**src/rtl/seq_det_sched.sv**
```systemverilog
// Round-robin scheduler sharing one overlapping "101"/"110" Mealy detector across N_CH serial channels.
// Per-channel saturating hit counters are built only when SEQ_DET_HIT_CNT_EN is defined.
module seq_det_sched #(
  parameter int N_CH  = 4,
  parameter int BURST = 4,
  parameter int CNT_W = 8
) (
  input  logic                    clock,
  input  logic                    reset,
  input  logic [N_CH-1:0]         in_valid,
  input  logic [N_CH-1:0]         in_bit,
  output logic [N_CH-1:0]         in_ready,
  input  logic [N_CH-1:0]         flush,
  output logic                    hit,
  output logic [$clog2(N_CH)-1:0] hit_ch,
  output logic                    hit_pat,
  output logic                    busy,
  output logic [N_CH*CNT_W-1:0]   hit_cnt
);
  localparam int CH_W = $clog2(N_CH);
  localparam int BC_W = $clog2(BURST + 1);

  typedef enum logic {S_IDLE, S_GRANT} state_t;
  typedef enum logic [1:0] {CTX_A = 2'b00, CTX_B = 2'b01, CTX_C = 2'b10, CTX_D = 2'b11} ctx_t;

  state_t          state_q, state_d;
  logic [CH_W-1:0] gnt_q, gnt_d, rr_q, rr_d, hit_ch_q, hit_ch_d;
  logic [BC_W-1:0] burst_q, burst_d;
  logic [N_CH-1:0] in_ready_q, in_ready_d;
  logic            busy_q, busy_d, hit_q, hit_d, hit_pat_q, hit_pat_d;
  ctx_t            ctx_q [N_CH];
  ctx_t            ctx_d [N_CH];
  logic            pick_vld;
  logic [CH_W-1:0] pick_ch, scan_idx;
  logic            xfer, xfer_bit, others;
  ctx_t            cur_ctx;

  function automatic ctx_t ctx_next(input ctx_t c, input logic b);
    case (c)
      CTX_A:   return b ? CTX_B : CTX_A;
      CTX_B:   return b ? CTX_C : CTX_D;
      CTX_C:   return b ? CTX_C : CTX_D;
      default: return b ? CTX_B : CTX_A;
    endcase
  endfunction

  assign xfer     = (state_q == S_GRANT) && in_valid[gnt_q];
  assign xfer_bit = in_bit[gnt_q];
  assign cur_ctx  = ctx_q[gnt_q];
  assign others   = |(in_valid & ~(N_CH'(1) << gnt_q));

  // First valid channel at or after rr_ptr, scanning cyclically.
  always_comb begin
    pick_vld = 1'b0;
    pick_ch  = '0;
    scan_idx = '0;
    for (int unsigned k = 0; k < N_CH; k++) begin
      scan_idx = CH_W'((32'(rr_q) + k) % 32'(N_CH));
      if (!pick_vld && in_valid[scan_idx]) begin
        pick_vld = 1'b1;
        pick_ch  = scan_idx;
      end
    end
  end

  always_comb begin
    state_d = state_q;
    gnt_d   = gnt_q;
    rr_d    = rr_q;
    burst_d = burst_q;
    case (state_q)
      S_IDLE: begin
        if (pick_vld) begin
          state_d = S_GRANT;
          gnt_d   = pick_ch;
          burst_d = '0;
        end
      end
      default: begin
        if (!xfer || (burst_q == BC_W'(BURST - 1) && others)) begin
          state_d = S_IDLE;
          rr_d    = (gnt_q == CH_W'(N_CH - 1)) ? '0 : gnt_q + CH_W'(1);
        end else if (burst_q == BC_W'(BURST - 1)) begin
          burst_d = '0;
        end else begin
          burst_d = burst_q + BC_W'(1);
        end
      end
    endcase
    in_ready_d = (state_d == S_GRANT) ? (N_CH'(1) << gnt_d) : '0;
    busy_d     = (state_d == S_GRANT);
  end

  // A flush on the transferring channel swallows the bit's detection.
  always_comb begin
    hit_d     = 1'b0;
    hit_ch_d  = hit_ch_q;
    hit_pat_d = hit_pat_q;
    if (xfer && !flush[gnt_q] &&
        ((cur_ctx == CTX_C && !xfer_bit) || (cur_ctx == CTX_D && xfer_bit))) begin
      hit_d     = 1'b1;
      hit_ch_d  = gnt_q;
      hit_pat_d = (cur_ctx == CTX_C);
    end
    for (int unsigned ch = 0; ch < N_CH; ch++) begin
      ctx_d[ch] = ctx_q[ch];
      if (flush[ch])
        ctx_d[ch] = CTX_A;
      else if (xfer && gnt_q == CH_W'(ch))
        ctx_d[ch] = ctx_next(ctx_q[ch], xfer_bit);
    end
  end

  always_ff @(posedge clock) begin
    if (reset) begin
      state_q    <= S_IDLE;
      gnt_q      <= '0;
      rr_q       <= '0;
      burst_q    <= '0;
      in_ready_q <= '0;
      busy_q     <= 1'b0;
      hit_q      <= 1'b0;
      hit_ch_q   <= '0;
      hit_pat_q  <= 1'b0;
      for (int unsigned ch = 0; ch < N_CH; ch++) ctx_q[ch] <= CTX_A;
    end else begin
      state_q    <= state_d;
      gnt_q      <= gnt_d;
      rr_q       <= rr_d;
      burst_q    <= burst_d;
      in_ready_q <= in_ready_d;
      busy_q     <= busy_d;
      hit_q      <= hit_d;
      hit_ch_q   <= hit_ch_d;
      hit_pat_q  <= hit_pat_d;
      for (int unsigned ch = 0; ch < N_CH; ch++) ctx_q[ch] <= ctx_d[ch];
    end
  end

  assign in_ready = in_ready_q;
  assign busy     = busy_q;
  assign hit      = hit_q;
  assign hit_ch   = hit_ch_q;
  assign hit_pat  = hit_pat_q;

`ifdef SEQ_DET_HIT_CNT_EN
  logic [CNT_W-1:0] cnt_q [N_CH];
  logic [CNT_W-1:0] cnt_d [N_CH];

  always_comb begin
    for (int unsigned ch = 0; ch < N_CH; ch++) begin
      cnt_d[ch] = cnt_q[ch];
      if (flush[ch])
        cnt_d[ch] = '0;
      else if (hit_d && hit_ch_d == CH_W'(ch) && cnt_q[ch] != '1)
        cnt_d[ch] = cnt_q[ch] + CNT_W'(1);
    end
  end

  always_ff @(posedge clock) begin
    if (reset) begin
      for (int unsigned ch = 0; ch < N_CH; ch++) cnt_q[ch] <= '0;
    end else begin
      for (int unsigned ch = 0; ch < N_CH; ch++) cnt_q[ch] <= cnt_d[ch];
    end
  end

  always_comb begin
    hit_cnt = '0;
    for (int unsigned ch = 0; ch < N_CH; ch++) hit_cnt[ch*CNT_W +: CNT_W] = cnt_q[ch];
  end
`else
  assign hit_cnt = '0;
`endif

endmodule

```
**config.mk**
```make
export PLATFORM = sky130hd
export DESIGN_NAME = seq_det_sched
export DESIGN_NICKNAME = d
export VERILOG_FILES = /design/src/rtl/seq_det_sched.sv
export SDC_FILE = /design/constraint.sdc
export NUM_CORES = 1
export LEC_CHECK = 0
export BUFFER_PORTS_ARGS = -buffer_cell sky130_fd_sc_hd__buf_4
export CAP_MARGIN = 20
export CORE_MARGIN = 5
export CORE_UTILIZATION = 43
export DETAILED_ROUTE_END_ITERATION = 8
export PLACE_DENSITY = 0.75
export SYNTH_ARGS = -nofsm -noshare
export SYNTH_HDL_FRONTEND = slang
export SYNTH_SLANG_ARGS = --single-unit
```
**constraint.sdc**
```tcl
create_clock -name clock -period 2.4 [get_ports clock]
set_input_delay 0.12 -clock clock [delete_from_list [all_inputs] [get_ports clock]]
set_output_delay 0.12 -clock clock [all_outputs]
set_load 0.005 [all_outputs]
```
==> impl_metrics.tcl, run 1 <==
set metrics [dict create \
    status "finished, final reports clean" \
    cts_tree "done" \
    finClkSkew_ps 7.48 \
    crit_required_ps 2610 \
    max_freq_mhz 483 \
    n_antenna_cell 0 \
    power.density_nw_per_um2 570 \
    die_w_um 70.5 \
    final_cells 244 \
    setup_viol_count_final 0 \
    synthFlopType "dfxtp_1" \
    rows 22 \
    final_net_count 216 \
    drv_slew 0 \
    drv_cap 0 \
    post_dp_cell_area_um2 1650 \
    ys_warn_count 0 \
    path_clk_slew_ps 90 \
    viasPerCell 4.80 \
    initial_core_util_pct 43.6 \
    dieHeight_um 70.5 \
    die_area_um2 4970 \
    syn_area_per_cell_um2 8.99 \
    syn2layout_area_growth_pct 9.23 \
    grt_antenna_before_repair 0 \
    n_fill_cell 359 \
    p_sw_mw 0.256 \
    gp_congestion 0.771 \
    end_kind "flip-flop" \
    critical_path.max_fanout 10 \
    yosysTopAreaCell "dfxtp_1" \
    drc 0 \
    totalWireLength_um 2890 \
    rsz0062_at_grt "no" \
    firstDrtPassIters 4 \
    fin_area_um2 1720 \
    r2r_end "rr_q[0]" \
    ys_types 39 \
    intPower_mw 0.723 \
    pwr-share-clk_pct 36.5 \
    grt_pass1_wl_um 4750 \
    tns_ps 0 \
    final.period_utilization_pct 86.3 \
    cp-start-kind "flip-flop" \
    seq_area_frac_synth_pct 30.5 \
    setup.worst_path.end "rr_q[0]" \
    synth.top_cell.area_share_pct 30.5 \
    ioPinCount 55 \
    vias 1171 \
    place_inst 240 \
    p_sw_share_pct 26.2 \
    netlist_top_cells_area "dfxtp_1, buf_4, xor2_1, nand2b_1, ha_1" \
    synth-async-reset-ratio_pct 0 \
    syn_inst 175 \
    min_period_ps 2070 \
    avgRoutedWirePerCell_um 11.8 \
    r2r_start "gnt_q[0]" \
    htreeDepth 1 \
    seq_power_share_pct 44.3 \
    drt_iter0_drc 139 \
    crit_start "gnt_q[0]" \
    drive_gt1_share_pct 16.8 \
    cts_resized 0 \
    grt_pass1_vias 1048 \
    cts_root_buf "clkbuf_8" \
    hold_violations 0 \
    ys_seq_elements 24 \
    hold_path_depth 2 \
    postCtsSetupRepairBufs 0 \
    clock_sinks 24 \
    power.leakage_nw 0.754 \
    p_comb_share_pct 19.1 \
    irDropWorstVdd_v 0.000300 \
    synth_edf_count 0 \
    slew_headroom_pct 61.1 \
    cts_hold_buf 0 \
    hp-start "flush[0]" \
    ff2ff_setup_slack_ps 330 \
    tightest_slew_ps 576 \
    cts_max_path_buffers 2 \
    io_buffers 22 \
    clock_latency_ps 270 \
    cts_inserted_buffers 3 \
    core_um2 3610 \
    crit_arrival_ps 2280 \
    grt_max_degree 21 \
    ff2ff_path_depth 7 \
    hold_path_class "input pin to flip-flop" \
    syn-cell-area_um2 1570 \
    dp_hpwl_um 2140 \
    antenna_left 0 \
    path_class "flip-flop to flip-flop" \
    grtUsageTotal_pct 11.8 \
    gr-total-overflow 0 \
]
## cell families after synthesis
family / Yosys count / synth area share, %
compound gates: 20 / 8.91
xor+xnor: 13 / 7.72
mux: 9 / 8.35
buf+inv: 42 / 18.7
fa+ha+maj: 5 / 3.98
other cells: 1 / 0.238
flops: 24 / 30.5
simple gates: 61 / 21.6
## metrics by stage
stage | setup slack (ps) | total power [mW] | hold slack (ps) | util, %
2_1_floorplan | 643 | 0.614 | 197 | -
3_3_place_gp | 414 | 0.626 | 306 | 45.7
3_5_place_dp | 369 | 0.629 | 305 | 45.7
4_1_cts | 319 | 0.988 | 14.6 | 47.6
5_1_grt | 121 | 1.03 | 13.8 | 47.6
6_report | 330 | 0.980 | 19.0 | 47.6
## final cells by class
cell class	count	area, µm²	share of cell area, %
Clock buffer	3	41.3	2.40
Clock inverter	1	30.0	1.75
Inverter	5	18.8	1.09
Multi-Input combinational cell	140	915	53.2
Sequential cell	24	480	28.0
Tap cell	48	60.1	3.50
Timing Repair Buffer	23	173	10.1
## worst min path at each step
stage	end	slack, ps
floorplan	ctx_q[0][0]	200
global placement	ctx_q[0][0]	310
detailed placement	ctx_q[1][0]	310
CTS	ctx_q[1][0]	10
global route	ctx_q[0][1]	10
finish	ctx_q[0][0]	20
## cell usage in the layout (no fill, tap or decap), types with 3 or more instances in the layout
| cell | Yosys | final |
|---|---|---|
| a21oi_1 | 6 | 6 |
| nor2b_1 | 7 | 7 |
| conb_1 | 1 | 32 |
| nor3_1 | 9 | 9 |
| nand3_1 | 10 | 10 |
| nor2_1 | 10 | 10 |
| dfxtp_1 | 24 | 24 |
| and2_1 | 4 | 4 |
| ha_1 | 5 | 5 |
| nand2b_1 | 11 | 11 |
| clkbuf_8 | 0 | 3 |
| inv_1 | 5 | 5 |
| xor2_1 | 12 | 12 |
| buf_4 | 32 | 23 |
| mux2i_1 | 6 | 6 |
| nor3b_1 | 3 | 3 |
## power by group through the flow
stage	sequential [mW]	combinational [mW]	clock, mW
detailed placement	0.444	0.185	0
global route	0.438	0.211	0.379
finish	0.434	0.187	0.358
global placement	0.443	0.183	0
CTS	0.434	0.187	0.367
floorplan	0.438	0.176	0
## synth_stat cells (all sizes together) (2+ instances only)
library cell,count
a21oi,6
and2,4
buf,35
clkbuf,2
dfxtp,24
ha,5
inv,5
mux2i,6
mux4,3
nand2,2
nand2b,11
nand3,11
nor2,10
nor2b,7
nor3,9
nor3b,3
o21a,2
o21ai,3
xor2,12
## layer usage
layer	up-vias	global-route usage, %	part of all wire, %
li1	575	-	-
met5	-	0	0
met4	0	4.68	1.6
met1	545	14.9	41
met2	46	19.2	49
met3	5	2.59	8.1
## critical path, stage by stage (launching register included)
cell,delay [ps]
dfxtp_1,580
inv_1,150
ha_1,250
nand2b_1,160
a41oi_1,280
o21ai_1,140
or3_1,320
a21oi_1,130
## flip-flops by register name (all words and copies together) (netlist names)
signal / count
hit_ch: 2
rr_q: 2
in_ready: 4
gnt_q: 2
busy: 1
ctx_q: 8
hit: 1
burst_q: 3
hit_pat: 1
Power figures use the tool's default switching activity.
==> run 2: changes to the inputs <==
--- a/config.mk
+++ b/config.mk
@@ -10,7 +10,7 @@
 export CORE_MARGIN = 5
 export CORE_UTILIZATION = 43
 export DETAILED_ROUTE_END_ITERATION = 8
-export PLACE_DENSITY = 0.75
+export PLACE_DENSITY = 0.7
 export SYNTH_ARGS = -nofsm -noshare
 export SYNTH_HDL_FRONTEND = slang
 export SYNTH_SLANG_ARGS = --single-unit
==> run 2 against run 1 <==
  * Global-route usage down 0.14 points
  * First-iteration DRC count down 75%
  * Worst hold slack worse by 7.6 ps
  * Cell area unchanged
  * Total power up 0.74%
  * Die area unchanged
  * Clock power up 2%
  * Core utilization unchanged
  * Fmax up 1.1%
  * Worst setup slack better by 23 ps
  * Combinational power about the same
  * Count of clock-buffer cells in the layout unchanged
  * Largest cell class unchanged
==> impl_metrics.tcl, run 2 (synthesized netlist as in run 1, its figures left out) <==
set metrics [dict create \
    power_mw 0.987 \
    min_period_ps 2050 \
    dieHeight_um 70.5 \
    hold_violations 0 \
    largest_register_ffs 8 \
    cts_root_buf "clkbuf_8" \
    final_cell_mix "conb_1, dfxtp_1, buf_4" \
    viasPerCell 4.65 \
    vias 1135 \
    irDropWorstVdd_v 0.000272 \
    grt_antenna_before_repair 0 \
    cts_hold_buf 0 \
    cts_resized 0 \
    initial_core_util_pct 43.6 \
    totalWireLength_um 2970 \
    grtUsageTotal_pct 11.6 \
    gr-total-overflow 0 \
    final_net_count 216 \
    power.leakage_nw 0.754 \
    hold_path_class "input pin to flip-flop" \
    avgRoutedWirePerCell_um 12.2 \
    die_area_um2 4970 \
    path_class "flip-flop to flip-flop" \
    antenna_left 0 \
    top_register "ctx_q" \
    grt_pass1_vias 1009 \
    tns_ps 0 \
    drc 0 \
    io_buffers 22 \
    finClkSkew_ps 1.31 \
    slew_headroom_pct 61.5 \
    die_w_um 70.5 \
    postCtsSetupRepairBufs 0 \
    grt_pass1_wl_um 4630 \
    crit_required_ps 2620 \
    n_antenna_cell 0 \
    cts_max_path_buffers 2 \
    fin_ws_ps 353 \
    grt_max_degree 21 \
    drv_slew 0 \
    htreeDepth 1 \
    dp_hpwl_um 2240 \
    syn2layout_area_growth_pct 9.23 \
    final_common_cell "conb_1" \
    cts_tree "done" \
    status "finished, final reports clean" \
    end_kind "flip-flop" \
    final.period_utilization_pct 85.3 \
    cp-start-kind "flip-flop" \
    drt_iter0_drc 35 \
    critical_path.max_fanout 10 \
    setup_viol_count_final 0 \
    firstDrtPassIters 4 \
    path_clk_slew_ps 90 \
    rsz0062_at_grt "no" \
    core_um2 3610 \
    drive_gt1_share_pct 16.8 \
    clock_latency_ps 280 \
    drv_cap 0 \
    power.density_nw_per_um2 575 \
    clock_sinks 24 \
    ioPinCount 55 \
    tightest_slew_ps 569 \
    max_freq_mhz 489 \
    pre_cts_slack_ps 372 \
    cts_inserted_buffers 3 \
    gp_congestion 0.744 \
    rows 22 \
    crit_arrival_ps 2260 \
]
## run 2: routing by layer
layer	routed length (µm)	GRT usage (%)
met1	1330	14.2
met2	1350	18.6
met3	224	3.31
met4	59	5.74
met5	0	0
## run 2: worst max-delay path: stages (launching register included)
cell	delay [ps]
dfxtp_1	590
inv_1	160
ha_1	260
nand2b_1	140
a41oi_1	250
o21ai_1	140
or3_1	320
a21oi_1	130
## run 2: where the power goes
group / internal (mW) / leakage (nW) / switching (mW)
sequential: 0.415 / 0.195 / 0.0202
combinational: 0.0851 / 0.524 / 0.101
clock: 0.223 / 0.0357 / 0.142
## run 2: area by class of cell
cell class	instances	area, µm²
clock buffers	3	41.3
clock inverters	1	30.0
fillers	374	1890
inverters	5	18.8
multi-input cells	140	915
flip-flops and latches	24	480
well taps	48	60.1
repair buffers	23	173
## run 2: path summary, 6_finish.rpt
path	cells past startpoint	slack, ps	endpoint	from
max	7	350	rr_q[0]	gnt_q[0]
min	2	10	ctx_q[1][0]	flush[1]
max reg2reg	7	350	rr_q[0]	gnt_q[0]
min reg2reg	1	470	burst_q[2]	burst_q[2]
## run 2: through the flow
| step | instances | area, µm² | hold WS [ps] | utilization (%) |
|---|---|---|---|---|
| after floorplan | 206 | 1690 | 197 | - |
| after global placement | 240 | 1650 | 305 | 45.7 |
| after detailed placement | 240 | 1650 | 309 | 45.7 |
| after CTS | 244 | 1720 | 8.19 | 47.6 |
| after global routing | 244 | 1720 | 9.60 | 47.6 |
| final | 244 | 1720 | 11.4 | 47.6 |
==> run 3: changes to the inputs <==
--- a/config.mk
+++ b/config.mk
@@ -5,12 +5,14 @@
 export SDC_FILE = /design/constraint.sdc
 export NUM_CORES = 1
 export LEC_CHECK = 0
+export ABC_AREA = 1
 export BUFFER_PORTS_ARGS = -buffer_cell sky130_fd_sc_hd__buf_4
 export CAP_MARGIN = 20
 export CORE_MARGIN = 5
 export CORE_UTILIZATION = 43
 export DETAILED_ROUTE_END_ITERATION = 8
-export PLACE_DENSITY = 0.7
+export PLACE_DENSITY = 0.69
+export REMOVE_ABC_BUFFERS = 1
 export SYNTH_ARGS = -nofsm -noshare
 export SYNTH_HDL_FRONTEND = slang
 export SYNTH_SLANG_ARGS = --single-unit
==> run 3 against run 2 <==
  * Worst setup slack gained 210 ps
  * Critical endpoint is now in_ready[1]
  * Synthesized area increased by 12%
  * Global-route usage rose by 1.4 points
  * Sequential share of layout area decreased by 2.7 points
  * Fmax grew 12%
==> impl_metrics.tcl, run 3 <==
set metrics [dict create \
    synthFlopType "dfxtp_1" \
    clock_latency_ps 270 \
    io_buffers 22 \
    gr-total-overflow 0 \
    r2r_start "gnt_q[0]" \
    grt_use_met3_pct 2.84 \
    intPower_mw 1.02 \
    final.period_utilization_pct 76.4 \
    clock_sinks 24 \
    grtUsageMet1_pct 15.9 \
    busiest_layer "met2" \
    final_common_cell "nand2_1" \
    antenna_left 0 \
    path_class "flip-flop to flip-flop" \
    holdPathEnd "ctx_q[1][0]" \
    top_register "ctx_q" \
    yosysTopAreaCell "dfxtp_1" \
    drc 0 \
    grt_pass1_wl_um 5660 \
    ff2ff_path_depth 10 \
    power_mw 1.83 \
    firstDrtPassIters 5 \
    grtUsageTotal_pct 13.0 \
    seq_power_share_pct 30.8 \
    vias 1506 \
    synth.top_cell.area_share_pct 27.3 \
    met2_usage_pct 22.3 \
    hold_path_class "input pin to flip-flop" \
    critical_path.max_fanout 12 \
    max_freq_mhz 545 \
    die_area_um2 5480 \
    syn2layout_area_growth_pct 8.02 \
    syn_inst 262 \
    dp_hpwl_um 2790 \
    rows 23 \
    viasPerCell 4.52 \
    ff2ff_setup_slack_ps 570 \
    place_inst 329 \
    gp_congestion 0.781 \
    netlist_top_cells_area "dfxtp_1, nand2_1, buf_4, nor2_1, inv_1" \
    synth_common_cells "nand2_1, buf_4, dfxtp_1, nor2_1, inv_1" \
    totalWireLength_um 3450 \
    ys_types 30 \
    hold_ws_ps 98.7 \
    final_cells 333 \
    p_sw_mw 0.809 \
    htreeDepth 1 \
    seq_area_frac_synth_pct 27.3 \
    power.density_nw_per_um2 960 \
    power.leakage_nw 0.943 \
    dieHeight_um 74.0 \
    ys_warn_count 0 \
    irDropWorstVdd_v 0.000384 \
    ys_seq_elements 24 \
    final_cell_mix "nand2_1, conb_1, nor2_1, dfxtp_1, inv_1" \
    crit_arrival_ps 2050 \
    largest_register_ffs 8 \
    yosysMostFrequentCell "nand2_1" \
    synth_edf_count 0 \
    min_period_ps 1830 \
    grt_antenna_before_repair 0 \
    drv_slew 0 \
    path_clk_slew_ps 90 \
    end_kind "flip-flop" \
    cts_inserted_buffers 3 \
    cts_resized 0 \
    fin_ws_ps 566 \
    setup_viol_count_final 0 \
    p_sw_share_pct 44.2 \
    drv_cap 0 \
    p_comb_share_pct 49.6 \
    status "finished, final reports clean" \
    grt_max_degree 15 \
    postCtsSetupRepairBufs 0 \
    n_antenna_cell 0 \
    hold_path_depth 3 \
    initial_core_util_pct 44.1 \
    syn-cell-area_um2 1760 \
    cts_hold_buf 0 \
    synth-async-reset-ratio_pct 0 \
    pre_cts_slack_ps 587 \
    grt_pass1_vias 1349 \
    rsz0062_at_grt "no" \
    final_net_count 303 \
    drive_gt1_share_pct 19.4 \
    hp-start "flush[1]" \
    finClkSkew_ps 5.05 \
    crit_start "gnt_q[0]" \
    tns_ps 0 \
    die_w_um 74.0 \
    hold_violations 0 \
    cts_max_path_buffers 2 \
    ioPinCount 55 \
    cts_root_buf "clkbuf_8" \
    core_um2 4000 \
    r2r_end "in_ready[1]" \
    avgRoutedWirePerCell_um 10.4 \
    cts_tree "done" \
    cp-start-kind "flip-flop" \
    pwr-share-clk_pct 19.6 \
    syn_area_per_cell_um2 6.73 \
    drt_iter0_drc 90 \
    crit_required_ps 2610 \
]
run 3: cell types whose count changed in the layout (fill, tap and decap cells not counted), sizes merged, moves of 5 or more:
| cell | previous run | this run |
|---|---|---|
| nand2 | 2 | 80 |
| nor2b | 7 | 0 |
| nand4 | 0 | 5 |
| nand2b | 11 | 0 |
| o21ai | 3 | 11 |
| nor2 | 10 | 26 |
| xor2 | 12 | 0 |
| inv | 5 | 29 |
| a21oi | 6 | 12 |
| mux2i | 6 | 0 |
run 3: kinds of logic (layout without fill, tap and decap cells):
group,count (synthesis),after routing,share of synthesized area [%]
AOI/OAI and AO/OA,30,30,10.2
xor gates and xnor gates,4,4,1.99
adders and majority gates,5,5,3.55
buffers and inverters,65,55,22.0
DFF,24,24,27.3
other,1,32,0.213
and+or+nand+nor,133,133,34.8
run 3: worst max-delay path by stage:
| stage | to | slack, ps | depth (start not counted) |
|---|---|---|---|
| CTS | rr_q[0] | 560 | 8 |
| global placement | in_ready[1] | 610 | 10 |
| global route | in_ready[1] | 340 | 10 |
| detailed placement | rr_q[0] | 590 | 8 |
| floorplan | rr_q[1] | 800 | 8 |
| finish | in_ready[1] | 570 | 10 |
run 3: metal layers:
metal / up-vias / routed length [µm]
li1: 803 / -
met1: 653 / 1570
met2: 47 / 1590
met3: 3 / 250
met4: 0 / 37
met5: - / 0
run 3: area by class of cell:
| cell class | instances | area (µm²) |
|---|---|---|
| clock buffers | 3 | 41.3 |
| clock inverters | 1 | 30.0 |
| fillers | 428 | 2100 |
| inverters | 29 | 114 |
| multi-input cells | 204 | 1010 |
| flip-flops and latches | 24 | 480 |
| well taps | 50 | 62.6 |
| repair buffers | 22 | 165 |
run 3: critical path, cell delays in order, from the launching register on:
cell and delay (ps):
dfxtp_1 610, inv_6 110, nand2_1 80, nand3_1 60
nand2_1 80, inv_2 50, nor2_4 220, nand2_1 200
a21oi_4 210, nand2_1 80, nor2_1 80
run 3: metrics by stage:
stage	utilization, %	area (µm²)
after floorplan	-	1610
after global placement	45.8	1830
after detailed placement	45.8	1830
after CTS	47.6	1900
after global routing	47.6	1900
final	47.6	1900
run 3: power groups by stage:
stage | sequential (mW) | combinational [mW] | clock, mW
after CTS | 0.562 | 0.916 | 0.369
final | 0.563 | 0.907 | 0.358
after floorplan | 0.554 | 0.710 | 0
after global routing | 0.578 | 1.03 | 0.385
after detailed placement | 0.571 | 0.910 | 0
after global placement | 0.570 | 0.907 | 0
